**src/rtl/uop_issue_queue.sv**
```systemverilog
// Microcode uop fetch and bundle issue queue with credit-based ROM reads.
// Define UOP_ISSUE_BYPASS_EN to let a return go straight to the consumer.
module uop_issue_queue #(
    parameter int UCR_ADDR_WIDTH = 8,
    parameter int ISSUE_WIDTH    = 4,
    parameter int UOP_WIDTH      = 32,
    parameter int DEPTH          = 4
) (
    input  logic                             clk,
    input  logic                             rst,
    input  logic [UCR_ADDR_WIDTH-1:0]        uop_pc,
    output logic                             uop_pc_ready,
    output logic                             macro_fetch,
    input  logic                             macroop_valid,
    output logic                             macroop_ack,
    output logic [UCR_ADDR_WIDTH-1:0]        rom_addr,
    output logic                             rom_en,
    input  logic [ISSUE_WIDTH*UOP_WIDTH-1:0] rom_data,
    input  logic                             flush,
    output logic                             bundle_valid,
    input  logic                             bundle_ready,
    output logic [ISSUE_WIDTH*UOP_WIDTH-1:0] bundle_data,
    output logic [ISSUE_WIDTH-1:0]           bundle_mask
);
    localparam int BW = ISSUE_WIDTH * UOP_WIDTH;
    localparam int PW = $clog2(DEPTH);
    localparam int CW = PW + 1;
    localparam logic [CW-1:0] DEPTH_C = CW'(DEPTH);

    typedef enum logic {WAIT_MACRO, STREAM} state_t;

    state_t            state_q, state_d;
    logic              inflight_q;
    logic [CW-1:0]     count_q, count_d;
    logic [PW-1:0]     wptr_q, rptr_q;
    logic [BW-1:0]     data_q [DEPTH];
    logic [ISSUE_WIDTH-1:0] mask_q [DEPTH];

    logic [ISSUE_WIDTH-1:0] last_c, mask_c;
    logic [BW-1:0]     data_c;
    logic              ret_last, byp, push, pop, not_empty;

    // Keep lanes up to and including the first last-flagged uop.
    always_comb begin
        last_c = '0;
        mask_c = '0;
        data_c = '0;
        for (int i = 0; i < ISSUE_WIDTH; i++) begin
            last_c[i] = rom_data[i*UOP_WIDTH + UOP_WIDTH - 1];
        end
        mask_c[0] = 1'b1;
        for (int i = 1; i < ISSUE_WIDTH; i++) begin
            mask_c[i] = mask_c[i-1] & ~last_c[i-1];
        end
        for (int i = 0; i < ISSUE_WIDTH; i++) begin
            data_c[i*UOP_WIDTH +: UOP_WIDTH] =
                mask_c[i] ? rom_data[i*UOP_WIDTH +: UOP_WIDTH] : '0;
        end
    end

    assign ret_last  = inflight_q & (|last_c);
    assign not_empty = (count_q != '0);

    assign macro_fetch = ~rst & ~flush &
        ((state_q == WAIT_MACRO) | ret_last);
    assign uop_pc_ready = ~rst & ~flush &
        ((count_q + CW'(inflight_q)) < DEPTH_C) &
        (~macro_fetch | macroop_valid);
    assign macroop_ack = macro_fetch & uop_pc_ready;
    assign rom_en      = uop_pc_ready;
    assign rom_addr    = uop_pc;

`ifdef UOP_ISSUE_BYPASS_EN
    assign byp = inflight_q & ~flush & ~not_empty;
`else
    assign byp = 1'b0;
`endif

    assign bundle_valid = not_empty | byp;
    assign bundle_data  = not_empty ? data_q[rptr_q] : data_c;
    assign bundle_mask  = not_empty ? mask_q[rptr_q] : mask_c;

    assign push = inflight_q & ~flush & ~(byp & bundle_ready);
    assign pop  = not_empty & bundle_ready & ~flush;

    always_comb begin
        state_d = state_q;
        count_d = count_q + CW'(push) - CW'(pop);
        if (flush) begin
            state_d = WAIT_MACRO;
            count_d = '0;
        end else if (macroop_ack) begin
            state_d = STREAM;
        end else if (ret_last) begin
            state_d = WAIT_MACRO;
        end
    end

    always_ff @(posedge clk or posedge rst) begin
        if (rst) begin
            state_q    <= WAIT_MACRO;
            inflight_q <= 1'b0;
            count_q    <= '0;
            wptr_q     <= '0;
            rptr_q     <= '0;
        end else begin
            state_q    <= state_d;
            inflight_q <= uop_pc_ready;
            count_q    <= count_d;
            if (flush) begin
                wptr_q <= '0;
                rptr_q <= '0;
            end else begin
                if (push) wptr_q <= wptr_q + PW'(1);
                if (pop)  rptr_q <= rptr_q + PW'(1);
            end
        end
    end

    always_ff @(posedge clk) begin
        if (push) begin
            data_q[wptr_q] <= data_c;
            mask_q[wptr_q] <= mask_c;
        end
    end
endmodule

```
**config.mk**
```make
export PLATFORM = sky130hd
export DESIGN_NAME = uop_issue_queue
export DESIGN_NICKNAME = d
export VERILOG_FILES = /design/src/rtl/uop_issue_queue.sv
export SDC_FILE = /design/constraint.sdc
export NUM_CORES = 1
export LEC_CHECK = 0
export CAP_MARGIN = 10
export CORE_MARGIN = 2
export CORE_UTILIZATION = 41
export CTS_CLUSTER_DIAMETER = 80
export DETAILED_ROUTE_END_ITERATION = 8
export MAX_ROUTING_LAYER = met4
export PLACE_DENSITY = 0.61
export RECOVER_POWER = 25
export SLEW_MARGIN = 10
export SYNTH_ARGS = -nofsm -noshare
export SYNTH_HDL_FRONTEND = slang
export SYNTH_SLANG_ARGS = --single-unit
```
**constraint.sdc**
```tcl
create_clock -name clk -period 11.2 [get_ports clk]
set_input_delay 2.24 -clock clk [delete_from_list [all_inputs] [get_ports clk]]
set_output_delay 2.24 -clock clk [all_outputs]
set_load 0.03 [all_outputs]
```
==> flow_metrics.py <==
metrics = {
    "outcome": {
        "outcome": "finished, violations left",
        "failing_checks": "max-capacitance violations, max-slew violations",
    },
    "floorplanning": {
        "floorplan.die_area_um2": 55500,
        "die_height_um": 236,
        "std_cell_rows": 84,
        "area_inside_the_core_boundary_um2": 52800,
        "start_util_pct": 41.7,
        "num_io_pins": 286,
        "chipWidth_um": 236,
    },
    "clock_tree": {
        "cts.sinks": 533,
        "clk_transition_reported_paths_ns": 0.06,
        "cts_max_path_buffers": 3,
        "post_cts.resized_instances": 0,
        "cts_setup_buffers": 0,
        "clock_tree.htree_level_count": 2,
        "worst_skew_pair.late_latency_ns": 0.59,
        "cts-root-buf": "clkbuf_16",
        "tritoncts": "built",
        "numCtsBuffers": 55,
        "ctsHoldBuffers": 0,
    },
    "detailed_routing": {
        "met2_wirelength_um": 22600,
        "postRouteWirelength_um": 46000,
        "routed.top_layer": "met4",
        "detail_route.first_pass.iterations": 4,
        "routed_wire_length_per_instance_um": 22.8,
        "drtIter0Drc": 555,
        "antenna_left": 0,
        "drt_drc_violations_left": 0,
        "route.met3.wl_um": 2800,
        "drt-vias-per-instance": 5.22,
        "wl_met1_um": 19700,
        "route.vias.total": 10500,
    },
    "worst_setup_path": {
        "critical_path_required_ns": 8.96,
        "cp-startpoint": "rom_data[31]",
        "critical-path-max-stage-delay_ns": 1.08,
        "timing.rr.end": "data_q[2][50]",
        "critical_path_arrival_ns": 6.29,
        "criticalPathCategory": "in2out",
        "cp_slowest_cell": "clkbuf_1",
        "timing.critical_path.fanout_max": 37,
        "cp-end-kind": "output pin",
        "endpoint": "bundle_data[94]",
        "cp_common_cell": "clkbuf_1",
        "critical_path.cell_chain": "clkbuf_1 -> clkbuf_1 -> nor2_2 -> clkbuf_1 -> and2_1 -> mux2_4 -> clkdlybuf4s50_1",
        "worst_r2r_startpoint": "inflight_q",
        "depth_of_the_worst_register_to_register_path": 4,
        "r2r_slack_ns": 7.78,
        "critPathLaunchType": "input pin",
    },
    "synth": {
        "synth.avg_cell_area_um2": 21.8,
        "edff_count_synth": 524,
        "synth_top_area_share_pct": 71.6,
        "synth_commonest_cells": "edfxtp_1 (524), mux4_2 (131), mux2_2 (74)",
        "synth.cell_area_um2": 22000,
        "netlist-cell-type-count": 33,
        "postSynthNetCount": 1158,
        "synth.top_cells.by_area": "edfxtp_1 (72%), mux4_2 (13%), mux2_2 (3.8%)",
        "synth-async-reset-ratio_pct": 1.69,
        "synth_top_cell_by_area": "edfxtp_1",
        "ys_warn_count": 0,
        "postSynthCellCount": 1010,
        "synth.yosys.seq_area_share_pct": 72.6,
        "total_of_flip_flops_plus_latches_after_synthesis": 533,
        "postSynth.topFlopCell": "edfxtp_1",
        "synth.most_common_cell": "edfxtp_1",
    },
    "pwr": {
        "clockPowerShare_pct": 27.3,
        "finalPower_mw": 6.12,
        "p_comb_share_pct": 35.8,
        "cellLeakagePower_nw": 8.63,
        "internal-power_mw": 4.23,
        "net_switching_power_of_the_design_mw": 1.89,
        "power.sequential.fraction_pct": 36.9,
        "power_density_nw_per_um2": 228,
        "vdd.ir_drop.worst_mv": 0.150,
        "p_sw_share_pct": 30.9,
    },
    "global_route": {
        "antenna_violations_before_repair": 3,
        "gr-total-overflow": 0,
        "global_route_wire_length_before_repair_um": 70200,
        "grt_max_degree": 62,
        "gr-usage-all-layers_pct": 17.1,
        "vias_in_the_first_global_route": 11600,
    },
    "sta": {
        "clock_tree_skew_after_final_layout_ns": 0.00918,
        "timing_hold_violations_final": 0,
        "holdWs_ns": 0.541,
        "tightestPinTransition_ns": 1.76,
        "timing.slew.headroom_pct": -17.3,
        "final-setup-viol-count": 0,
        "timing.fmax_mhz": 117,
        "totalNegativeSetupSlack_ns": 0,
        "shortest_clock_period_the_worst_path_allows_after_layout_ns": 8.53,
        "setup_repair_after_global_routing_missed_its_margin": "false",
        "timing.final.ws_setup_ns": 2.67,
        "final_max_slew_viol_count": 38,
        "final.period_utilization_pct": 76.1,
    },
    "run": {
        "maxCapViolations": 1,
    },
    "place": {
        "placed_area_um2": 25200,
        "preCtsSetupSlack_ns": 3.95,
        "hpwlAfterDp_um": 25900,
        "place.detailed.instances": 1917,
        "placement.io_buffers": 268,
        "gp_routability_congestion": 0.681,
    },
    "finish": {
        "share_of_cells_above_drive_strength_1_pct": 26.3,
        "synth_to_layout_area_growth_pct": 22.2,
        "layout.cell_area.non_filler_um2": 26900,
        "layout.cells.non_filler": 2020,
        "finalNetCount": 1434,
        "finish.utilization_pct": 50.9,
    },
    "hold_path": {
        "holdPathStages": 2,
        "min_path_type": "reg2reg",
    },
}
==> sequential cells by signal, summed over array words and instances, names as in the netlist <==
signal,count
inflight_q,1
wptr_q,2
state_q,1
count_q,3
data_q,512
rptr_q,2
mask_q,12
==> worst max-delay path: cells and delay by family <==
kind          cells  cell delay [ns]
buf+inv           4             3.18
mux               1             0.28
simple gates      2             0.52
==> layout make-up <==
cell class                 instances  area, µm²
tap                              688        861
fill                            4344      25900
clock buffer                      78       1510
clock inverter                    22        125
antenna                            3       7.51
inverter                           7       26.3
multi-input combinational        403       5560
timing repair buffer             286       2800
sequential                       533      16000
==> power groups by stage <==
stage | registers (mW) | clock network, mW | logic, mW
after floorplan | 2.28 | 0 | 1.57
after global placement | 2.30 | 0 | 2.23
after detailed placement | 2.30 | 0 | 2.24
after CTS | 2.26 | 1.72 | 2.24
after global routing | 2.27 | 1.80 | 2.31
final | 2.26 | 1.67 | 2.19
==> worst min-delay path by stage <==
stage          endpoint     from  slack, ns
6_report        state_q  state_q       0.54
5_1_grt         state_q  state_q       0.59
4_1_cts         state_q  state_q       0.54
3_5_place_dp    state_q  state_q       0.54
3_3_place_gp    state_q  state_q       0.56
2_1_floorplan   state_q  state_q       0.52
==> placed cells by master, fill, tap and decap left out, drive strengths merged, types with 7 or more instances in the layout <==
cell | netlist | final
edfxtp | 524 | 524
clkdlybuf4s50 | 0 | 219
mux4 | 131 | 131
mux2 | 129 | 129
clkbuf | 19 | 81
and2 | 70 | 70
dlygate4sd3 | 0 | 48
nor2b | 34 | 34
clkinv | 0 | 19
buf | 48 | 16
dfrtp | 9 | 9
nor2 | 8 | 8
inv | 7 | 7
==> metal layers <==
layer	up-vias	GRT usage [%]
li1	4682	-
met1	5541	21.8
met2	250	27.6
met3	64	4.10
met4	0	4.63
met5	-	-
==> cells by family after synthesis <==
group,Yosys count,share of synthesized area (%)
AND/OR/NAND/NOR,121,3.33
flip-flops,533,72.6
adder cells (fa/ha/maj),7,0.433
XOR/XNOR,4,0.159
buffers and inverters,74,2.11
multiplexers,261,21.0
other,1,0.0171
AO/OA/AOI/OAI,9,0.308
Power figures use the tool's default switching activity.
